### config.mk
export PLATFORM = sky130hd
export DESIGN_NAME = wieg_regelaar_flat
export DESIGN_NICKNAME = d
export VERILOG_FILES = /design/src/rtl/wieg_regelaar_if.sv /design/src/rtl/wieg_regelaar.sv /design/src/flat_wrapper.sv
export SDC_FILE = /design/constraint.sdc
export NUM_CORES = 1
export LEC_CHECK = 0
export ABC_CLOCK_PERIOD_IN_PS = 1600
export BUFFER_PORTS_ARGS = -buffer_cell sky130_fd_sc_hd__buf_2
export CORE_MARGIN = 5
export CORE_UTILIZATION = 30
export DETAILED_ROUTE_END_ITERATION = 8
export PLACE_DENSITY = 0.56
export SETUP_SLACK_MARGIN = 0.5
export SLEW_MARGIN = 40
export SYNTH_ARGS = -nofsm -noshare
export SYNTH_HDL_FRONTEND = slang
export SYNTH_SLANG_ARGS = --single-unit
### constraint.sdc
create_clock -name clk -period 1.6 [get_ports clk]
set_input_delay 0.08 -clock clk [delete_from_list [all_inputs] [get_ports clk]]
set_output_delay 0.08 -clock clk [all_outputs]
set_load 0.01 [all_outputs]
### src/rtl/wieg_regelaar_if.sv
// Purpose : bundles the controller's tick/verdict inputs and motor outputs into one port.
// Latency : none; this is wiring only.
// Backpressure: none; all signals are level or single-cycle strobes with no handshake.
//
// Signals
//   slow      : one-cycle tick strobe shared with the stress evaluation path
//   enable    : level-sensitive session request
//   gedaald   : stress decreased verdict (stable between slow ticks)
//   gelijk    : stress unchanged verdict
//   motor_aan : motor enable
//   niveau    : motor intensity level
//   kalm      : calm phase active
//   klaar     : session finished, motor stopped
//
// Modports
//   master : the environment side (stress block / session logic / motor driver)
//   slave  : the controller itself
interface wieg_regelaar_if #(
    parameter int LVL_W = 3
);
    logic             slow;
    logic             enable;
    logic             gedaald;
    logic             gelijk;
    logic             motor_aan;
    logic [LVL_W-1:0] niveau;
    logic             kalm;
    logic             klaar;

    modport master (
        output slow,
        output enable,
        output gedaald,
        output gelijk,
        input  motor_aan,
        input  niveau,
        input  kalm,
        input  klaar
    );

    modport slave (
        input  slow,
        input  enable,
        input  gedaald,
        input  gelijk,
        output motor_aan,
        output niveau,
        output kalm,
        output klaar
    );
endinterface

### src/rtl/wieg_regelaar.sv
// Purpose : closed-loop rocking-intensity controller; searches for a level that lowers stress, then ramps down.
// Latency : outputs registered; start visible 1 clock after enable, a new level 2 clocks after the last settle tick.
// Backpressure: none; slow ticks arriving during an evaluation cycle are dropped, verdicts are only sampled there.
//
// Ports
//   clk    : system clock
//   reset  : asynchronous, active-low reset
//   bus    : wieg_regelaar_if.slave (slow, enable, gedaald, gelijk in; motor_aan, niveau, kalm, klaar out)
//
// Operation in brief
//   IDLE      -> SETTLE on enable, applying START_LEVEL with the motor on and searching downwards.
//   SETTLE    -> EVAL after SETTLE_TICKS slow ticks.
//   EVAL      : one cycle; decides the next level from the stress verdict, or enters the calm phase
//               after CALM_ROUNDS decreases in a row (a "rose" verdict resets that count).
//   CALM_WAIT -> CALM_EVAL after SETTLE_TICKS slow ticks.
//   CALM_EVAL : one cycle; lowers the level while stress does not rise, stops the motor at level 0,
//               or falls back to an upward search if stress rose.
//   KLAAR     : outputs hold until enable drops.
//   Dropping enable in any non-IDLE state returns everything to reset values at the next edge.
module wieg_regelaar #(
    parameter int LVL_W        = 3,
    parameter int START_LEVEL  = 4,
    parameter int SETTLE_TICKS = 16,
    parameter int CALM_ROUNDS  = 3
) (
    input  logic             clk,
    input  logic             reset,
    wieg_regelaar_if.slave   bus
);

    typedef enum logic [2:0] {
        ST_IDLE      = 3'd0,
        ST_SETTLE    = 3'd1,
        ST_EVAL      = 3'd2,
        ST_CALM_WAIT = 3'd3,
        ST_CALM_EVAL = 3'd4,
        ST_KLAAR     = 3'd5
    } state_t;

    localparam logic [LVL_W-1:0] LVL_MAX   = '1;
    localparam logic [LVL_W-1:0] START_LVL = LVL_W'(START_LEVEL);
    localparam logic [7:0]       TCNT_LAST = 8'(SETTLE_TICKS - 1);
    localparam logic [3:0]       GCNT_CALM = 4'(CALM_ROUNDS);

    // Registered state and outputs
    state_t           r_state;
    logic [LVL_W-1:0] r_niveau;
    logic             r_motor_aan;
    logic             r_kalm;
    logic             r_klaar;
    logic             r_dir;      // 0: searching down, 1: searching up
    logic [7:0]       r_tcnt;     // slow ticks seen in the current window
    logic [3:0]       r_gcnt;     // consecutive "decreased" verdicts

    // Pre-computed step results, each packed as {new_dir, new_level}
    logic [LVL_W:0]   w_step_cur; // step in the current direction
    logic [LVL_W:0]   w_step_inv; // step after inverting the direction
    logic [LVL_W:0]   w_step_up;  // step with the direction forced upward
    logic [3:0]       w_gcnt_inc;
    logic             w_tick_last;
    logic             w_not_rose;

    // A step always moves exactly one level. At either end of the range the
    // direction flips and the move goes the other way, so the level never
    // holds and never wraps.
    function automatic logic [LVL_W:0] f_step(
        input logic [LVL_W-1:0] lvl,
        input logic             dir
    );
        logic [LVL_W:0] res;
        if (dir) begin
            if (lvl == LVL_MAX) begin
                res = {1'b0, lvl - 1'b1};
            end else begin
                res = {1'b1, lvl + 1'b1};
            end
        end else begin
            if (lvl == '0) begin
                res = {1'b1, lvl + 1'b1};
            end else begin
                res = {1'b0, lvl - 1'b1};
            end
        end
        return res;
    endfunction

    always_comb begin
        w_step_cur  = f_step(r_niveau, r_dir);
        w_step_inv  = f_step(r_niveau, ~r_dir);
        w_step_up   = f_step(r_niveau, 1'b1);
        w_gcnt_inc  = r_gcnt + 4'd1;
        w_tick_last = bus.slow && (r_tcnt == TCNT_LAST);
        w_not_rose  = bus.gedaald || bus.gelijk;
    end

    always_ff @(posedge clk or negedge reset) begin
        if (!reset) begin
            r_state     <= ST_IDLE;
            r_niveau    <= '0;
            r_motor_aan <= 1'b0;
            r_kalm      <= 1'b0;
            r_klaar     <= 1'b0;
            r_dir       <= 1'b0;
            r_tcnt      <= '0;
            r_gcnt      <= '0;
        end else if ((r_state != ST_IDLE) && !bus.enable) begin
            // Session withdrawn: this wins over any decision in the same cycle,
            // including the normal KLAAR -> IDLE exit.
            r_state     <= ST_IDLE;
            r_niveau    <= '0;
            r_motor_aan <= 1'b0;
            r_kalm      <= 1'b0;
            r_klaar     <= 1'b0;
            r_dir       <= 1'b0;
            r_tcnt      <= '0;
            r_gcnt      <= '0;
        end else begin
            case (r_state)
                ST_IDLE: begin
                    if (bus.enable) begin
                        r_state     <= ST_SETTLE;
                        r_niveau    <= START_LVL;
                        r_motor_aan <= 1'b1;
                        r_dir       <= 1'b0;
                        r_tcnt      <= '0;
                        r_gcnt      <= '0;
                    end
                end

                ST_SETTLE,
                ST_CALM_WAIT: begin
                    if (w_tick_last) begin
                        r_tcnt  <= '0;
                        r_state <= (r_state == ST_SETTLE) ? ST_EVAL : ST_CALM_EVAL;
                    end else if (bus.slow) begin
                        r_tcnt <= r_tcnt + 8'd1;
                    end
                end

                ST_EVAL: begin
                    if (bus.gedaald) begin
                        r_gcnt <= w_gcnt_inc;
                        if (w_gcnt_inc == GCNT_CALM) begin
                            // Enough improvement in a row: keep this level and start ramping down.
                            r_kalm  <= 1'b1;
                            r_state <= ST_CALM_WAIT;
                        end else begin
                            r_dir    <= w_step_cur[LVL_W];
                            r_niveau <= w_step_cur[LVL_W-1:0];
                            r_state  <= ST_SETTLE;
                        end
                    end else if (bus.gelijk) begin
                        r_dir    <= w_step_cur[LVL_W];
                        r_niveau <= w_step_cur[LVL_W-1:0];
                        r_state  <= ST_SETTLE;
                    end else begin
                        // Stress rose: the last move was wrong, so reverse the search.
                        r_gcnt   <= '0;
                        r_dir    <= w_step_inv[LVL_W];
                        r_niveau <= w_step_inv[LVL_W-1:0];
                        r_state  <= ST_SETTLE;
                    end
                end

                ST_CALM_EVAL: begin
                    if (w_not_rose) begin
                        if (r_niveau != '0) begin
                            r_niveau <= r_niveau - 1'b1;
                            r_state  <= ST_CALM_WAIT;
                        end else begin
                            r_motor_aan <= 1'b0;
                            r_kalm      <= 1'b0;
                            r_klaar     <= 1'b1;
                            r_state     <= ST_KLAAR;
                        end
                    end else begin
                        // Relapse while ramping down: resume the search from one level higher.
                        r_kalm   <= 1'b0;
                        r_gcnt   <= '0;
                        r_dir    <= w_step_up[LVL_W];
                        r_niveau <= w_step_up[LVL_W-1:0];
                        r_state  <= ST_SETTLE;
                    end
                end

                ST_KLAAR: begin
                    // Outputs hold; leaving happens through the enable-drop path above.
                end

                default: begin
                    r_state <= ST_IDLE;
                end
            endcase
        end
    end

    assign bus.motor_aan = r_motor_aan;
    assign bus.niveau    = r_niveau;
    assign bus.kalm      = r_kalm;
    assign bus.klaar     = r_klaar;

endmodule
### src/flat_wrapper.sv
// flat-port wrapper written by rule: the top's interface ports become plain ports
module wieg_regelaar_flat 
#(
    parameter int LVL_W        = 3,
    parameter int START_LEVEL  = 4,
    parameter int SETTLE_TICKS = 16,
    parameter int CALM_ROUNDS  = 3
)
  (clk, reset, bus_slow, bus_enable, bus_gedaald, bus_gelijk, bus_motor_aan, bus_niveau, bus_kalm, bus_klaar);
  wieg_regelaar_if #(.LVL_W(LVL_W)) bus_i ();
  input  logic clk;
  input  logic reset;
  input wire logic [$bits(bus_i.slow)-1:0] bus_slow;
  input wire logic [$bits(bus_i.enable)-1:0] bus_enable;
  input wire logic [$bits(bus_i.gedaald)-1:0] bus_gedaald;
  input wire logic [$bits(bus_i.gelijk)-1:0] bus_gelijk;
  output wire logic [$bits(bus_i.motor_aan)-1:0] bus_motor_aan;
  output wire logic [$bits(bus_i.niveau)-1:0] bus_niveau;
  output wire logic [$bits(bus_i.kalm)-1:0] bus_kalm;
  output wire logic [$bits(bus_i.klaar)-1:0] bus_klaar;
  assign bus_i.slow = bus_slow;
  assign bus_i.enable = bus_enable;
  assign bus_i.gedaald = bus_gedaald;
  assign bus_i.gelijk = bus_gelijk;
  assign bus_motor_aan = bus_i.motor_aan;
  assign bus_niveau = bus_i.niveau;
  assign bus_kalm = bus_i.kalm;
  assign bus_klaar = bus_i.klaar;
  wieg_regelaar #(.LVL_W(LVL_W), .START_LEVEL(START_LEVEL), .SETTLE_TICKS(SETTLE_TICKS), .CALM_ROUNDS(CALM_ROUNDS)) u_core (.clk(clk), .reset(reset), .bus(bus_i));
endmodule
* Word-level counts from Yosys, hierarchy flattened *
Cells that the tools add are included.

cells by class
  $mul = 0
  $add $sub $neg = 4
  div/mod/pow operators = 0
  shift-type cells = 0
  bitwise logic cells = 0
  reductions and logical operators = 23
  order comparisons = 0
  mux-type cells = 53
  equality and inequality tests = 22

operators with widths
  operator                                              number
  2-to-1 mux 3 bit                                      13
  2-to-1 mux 4 bit                                      9
  2-to-1 mux 8 bit                                      4
  AND reduction 4 bit                                   5
  2-to-1 mux 1 bit                                      18
  case mux 8 bit (2 select lines)                       1
  case mux 3 bit (5 select lines)                       1
  nonzero test 3 bit                                    5
  case mux 4 bit (3 select lines)                       1
  equality test 3 bit (second input constant)           3
  != test 3 x 1 -> 1 bit (second input constant)        3
  != test 3 x 2 -> 1 bit (second input constant)        3
  case mux 3 bit (3 select lines)                       1
  AND reduction 3 bit                                   3
  adder 8 x 1 -> 8 bit (second input constant)          1
  equality test 8 x 4 -> 1 bit (second input constant)  1
  != test 4 x 3 -> 1 bit (second input constant)        2
  != test 4 bit (second input constant)                 2
  equality test 3 x 2 -> 1 bit (second input constant)  2
  logical NOT 3 bit                                     2
  adder 4 x 1 -> 4 bit (second input constant)          1
  equality test 4 x 2 -> 1 bit (second input constant)  1
  2-to-1 mux 2 bit                                      2
  != test 2 x 1 -> 1 bit (second input constant)        2
  13 further kinds                                      16

storage, ports and cells
  bits of input ports = 6
  bits in latches = 0
  memories = 0
  bits in registers = 22
  bits in writable memories = 0
  output and inout bits = 6
  memory bits (read-only) = 0

* Longest topological paths before layout *
  word-level depth = 7
  gate-level depth with buffers = 7
  gate-level depth less buffers = 7

* Worst setup path before layout *
Ideal clock, no wire load.

  path kind = flip-flop to flip-flop
  start = reg u_core.r_niveau[0], in the netlist u_core.bus.niveau[0]
  end = reg u_core.r_niveau[1], in the netlist u_core.bus.niveau[1]
  arrival time = 1.642 ns
  cell stages (with the launch flop) = 7
  required time = 1.467 ns
  path slack = -0.176 ns
  cells stage by stage = dfrtp_1 -> ha_1 -> ha_1 -> or3_2 -> a21oi_1 -> a32o_1 -> mux2i_1

between the ends
  longest elaborated chain between the ends = 7
  elaborated cells on any way between the ends = 18
  those cells by class = add/sub (2); eq/ne (2); mux (11); reduce/logical (3)

ends and longest elaborated chain
  what                                          RTL line                                    source
  start, declared                               wieg_regelaar.sv:47                         logic [LVL_W-1:0] r_niveau;
  start signal, assigned                        wieg_regelaar.sv:149                        r_niveau <= w_step_cur[LVL_W-1:0];
  start signal, assigned                        wieg_regelaar.sv:154                        r_niveau <= w_step_cur[LVL_W-1:0];
  start signal, assigned                        wieg_regelaar.sv:160                        r_niveau <= w_step_inv[LVL_W-1:0];
  adder 3 x 1 -> 3 bit (tied with other cells)  wieg_regelaar.sv:75, wieg_regelaar.sv:79
  2-to-1 mux 4 bit (on tied branches)           wieg_regelaar.sv:72, wieg_regelaar.sv:78
  2-to-1 mux 4 bit                              wieg_regelaar.sv:71                         if (dir) begin
  2-to-1 mux 3 bit (on tied branches)           wieg_regelaar.sv:152, wieg_regelaar.sv:143
  2-to-1 mux 3 bit                              wieg_regelaar.sv:141                        if (bus.gedaald) begin
  case mux 3 bit (3 select lines)               wieg_regelaar.sv:118                        case (r_state)
  2-to-1 mux 3 bit                              wieg_regelaar.sv:106                        end else if ((r_state != ST_IDLE) && !bus.enable) begin

Several ways; a longest one is shown, not always the timed one. The select of a mux whose other input is x is not followed.
A chain may end at the register's enable or synchronous reset.

* Worst setup path in the final report *
  start = reg u_core.r_niveau[0], in the netlist u_core.bus.niveau[0]
  end = reg u_core.r_state[1]

between the ends
  longest elaborated chain between the ends = 5

ends and longest elaborated chain
  what                             RTL line              source
  nonzero test 3 bit               wieg_regelaar.sv:167  if (r_niveau != '0) begin
  2-to-1 mux 3 bit                 wieg_regelaar.sv:167
  2-to-1 mux 3 bit                 wieg_regelaar.sv:166  if (w_not_rose) begin
  case mux 3 bit (5 select lines)  wieg_regelaar.sv:118
  2-to-1 mux 3 bit                 wieg_regelaar.sv:106
  end signal, assigned             wieg_regelaar.sv:134  r_state <= (r_state == ST_SETTLE) ? ST_EVAL : ST_CALM_EVAL;
  end, declared                    wieg_regelaar.sv:46   state_t r_state;

Every way passes these cells.

==> run_results.csv <==
group,metric,value,unit
clock_tree,root_buffer,"clkbuf_8",
floorplanning,core-area,5042,sq um
drt,drt_iter0_drc,80,
cells_and_area,drive_above_1_share,55.19,%
placed_design,io_buffers,11,
placed_design,gp_congestion,0.8301,
floorplanning,placementRows,26,
power_and_ir_drop,power.density,1144,nW/um^2
clock_tree,insertion_delay,0.27,ns
floorplanning,initial_core_util,30.37,%
clock_tree,cts.sinks,22,
timing,period_share,102.7,%
placed_design,dp_hpwl,3016,um
synthesis,synth_area_per_cell,8.604,sq um
clock_tree,htreeDepth,1,
setup_path,r2r-end,"u_core.r_state[1]",
timing,tightest_slew,0.5129,ns
timing,setup_slack,-0.04259,ns
power_and_ir_drop,p_leak,1.050,nW
timing,max-slew-margin-rel,65.81,%
floorplanning,io_pins,12,
floorplanning,die_w,81.45,um
synthesis,synthesis.area,1531,sq um
clock_tree,numCtsBuffers,3,
worst_hold_path,hold_depth,3,
setup_path,critPathKind,"reg -> reg",
timing,rsz0062_at_grt,"yes",
drt,wl_met2,2247,um
synthesis,yosys-top-cells-area,"dfrtp_1 (36%), o21ai_0 (8.5%), ha_1 (5.7%), a21oi_1 (3.3%), nor2_1 (3.2%)",
clock_tree,cts_max_path_buffers,2,
setup_path,rr_worst_depth,8,
synthesis,synthDistinctLibCells,49,
worst_hold_path,worstHoldStart,"bus_enable",
drt,first_pass_iters,4,
clock_tree,clk_pin_slew,0.08,ns
cells_and_area,diodes,0,
synthesis,ys_warn_count,0,
floorplanning,die_y,81.45,um
timing,setup_tns,-0.1639,ns
outcome,violations,"setup timing",
global_route,grt_overflow,0,
setup_path,worst_ep_arrival_time,1.84,ns
clock_tree,cts_tree,"done",
drt,drcViolationCount,0,
synthesis,syn_inst,178,
synthesis,synth_edf_count,0,
placed_design,placedCellCount,294,
synthesis,synth_most_common_cell,"o21ai_0",
synthesis,yosys_most_used_dff,"dfrtp_1",
setup_path,regToRegStartpoint,"u_core.bus.niveau[0]",
floorplanning,dieArea,6634,sq um
setup_path,ff2ff_setup_slack,-0.04,ns
cells_and_area,num-nets-final,255,
power_and_ir_drop,ir_worst_vdd,469.7,uV
drt,wl_per_cell,14.14,um
global_route,grt_pass1_vias,1548,
synthesis,async_flop_share,100.0,%
drt,highest_layer,"met4",
drt,drt.antenna.violating_nets,0,
worst_hold_path,hp-class,"in -> reg",
outcome,status,"finished, violations left",
setup_path,crit_fanout,4,
setup_path,required,1.79,ns
setup_path,worstSetupEndpointType,"flop",
drt,vias,1604,
synthesis,synth_top_area_share,35.95,%
drt,totalWireLength,4396,um
worst_hold_path,hold_end,"u_core.r_state[0]",
synthesis,syn_nets,191,
cells_and_area,num-fill-cells,472,
global_route,track_usage,13.56,%
synthesis,synth_top_cell_by_area,"dfrtp_1",
cells_and_area,area_growth,61.27,%
cells_and_area,final_cells,311,
drt,vias_per_cell,5.158,
global_route,antenna_found_initial,0,
synthesis,ys_seq_area_share,35.95,%
timing,setup_violations,7,
synthesis,synth_seq_cells,22,
timing,fmax,608.8,MHz
timing,fin_crit,1.643,ns
global_route,grt_pass1_wl,7093,um
flow_run,cap_viol_max_count,0,
drt,m1WireLength,1972,um
global_route,grt_max_degree,23,
drt,routed-wl-met3,114,um
synthesis,synth_common_cells,"o21ai_0 (26), dfrtp_1 (22), nor2_1 (13), nand2_1 (12), a21oi_1 (10)",
setup_path,worstSetupStartpointType,"flop",
timing,slew_viol_final,0,
timing,finalHoldViolCount,0,
timing,clock_skew,0.003569,ns
## placed cells by master (no fill, tap or decap), types with 2 or more instances in the layout
cell type,instances
a21oi_1,5
a21oi_2,5
a31oi_1,3
buf_2,11
buf_4,39
buf_6,13
clkbuf_8,4
dfrtp_1,18
dfrtp_2,4
ha_2,2
ha_4,5
inv_1,6
inv_2,2
mux2_4,2
nand2_1,9
nand2_2,2
nand2b_1,4
nand3_1,7
nand3_2,2
nand3b_1,2
nor2_1,8
nor2_2,3
nor2_4,2
nor2b_1,3
nor2b_4,2
nor3_1,3
nor3_2,2
nor3_4,2
o21ai_0,6
o21ai_1,16
o21ai_2,8
o22ai_2,2
o31ai_1,3
or3_4,4
## logic make-up (layout without fill, tap and decap cells)
group / after synthesis / after routing / synth area share, %
simple gates: 68 / 68 / 24.92
compound gates: 61 / 61 / 25.33
flops: 22 / 22 / 35.95
buf+inv: 15 / 78 / 4.575
fa+ha+maj: 7 / 7 / 5.719
mux: 3 / 3 / 2.369
xor+xnor: 2 / 2 / 1.144
## stage by stage
step                worst slack, ns  area (sq um)  util [%]  hold WS [ns]  total power, W
finish                     -0.04259          2470     48.98        0.1811        0.002825
floorplan                 -0.006416          1630         -       -0.2156        0.001532
global route                -0.1416          2470     48.98        0.1805        0.003033
CTS                        -0.03606          2313     45.88        0.1499        0.002660
detailed placement          -0.1046          2042     40.50       0.09187        0.002035
global placement           -0.05068          2042     40.50       0.08891        0.002032
## critical path, stage by stage (launching register included)
cell,delay [ns]
dfrtp_1,0.42
inv_2,0.08
ha_4,0.16
nor2b_4,0.13
buf_6,0.14
or3_4,0.33
a21oi_2,0.13
o2111ai_1,0.10
o21ai_1,0.08
## how the worst max path moves through the flow
stage	slack, ns	startpoint	end
after floorplan	-0.006	u_core.r_dir	u_core.bus.niveau[2]
after global placement	-0.05	u_core.bus.niveau[0]	u_core.bus.niveau[2]
after detailed placement	-0.10	u_core.bus.niveau[0]	u_core.bus.niveau[2]
after CTS	-0.04	u_core.r_dir	u_core.bus.niveau[2]
after global routing	-0.14	u_core.r_tcnt[1]	u_core.r_tcnt[7]
final	-0.04	u_core.bus.niveau[0]	u_core.r_state[1]
## final cells by class
type | count | area (sq um) | share of cell area, %
Sequential cell | 22 | 555.5 | 22.49
Tap cell | 70 | 87.58 | 3.546
Multi-Input combinational cell | 141 | 1211 | 49.04
Timing Repair Buffer | 65 | 524.3 | 21.23
Clock buffer | 4 | 55.05 | 2.229
Inverter | 9 | 36.28 | 1.469
## sequential cells by signal, indices dropped and copies added (netlist names)
signal	count
u_core.r_state	3
u_core.r_dir	1
u_core.bus.klaar	1
u_core.bus.motor_aan	1
u_core.bus.niveau	3
u_core.r_gcnt	4
u_core.bus.kalm	1
u_core.r_tcnt	8
## where the power goes
part	total [W]	internal (W)	switching [W]
Sequential	0.000766	0.000651	0.000115
Combinational	0.00165	0.000857	0.000793
Clock	0.000409	0.000220	0.000189
## metal layers
metal	GRT usage (%)	vias to the layer above
met5	0	-
met2	23.86	24
met4	2.534	0
li1	-	782
met1	17.89	790
met3	1.645	8
## what timing repair did
action | 4_1_cts | 5_1_grt
gates resized for setup | 32 | 34
hold endpoints to repair | 22 | 0
pin swaps | 23 | 22
setup endpoints to repair | 22 | 22
hold buffers | 1 | 0
buffers inserted | 7 | 5
Power figures use the tool's default switching activity.
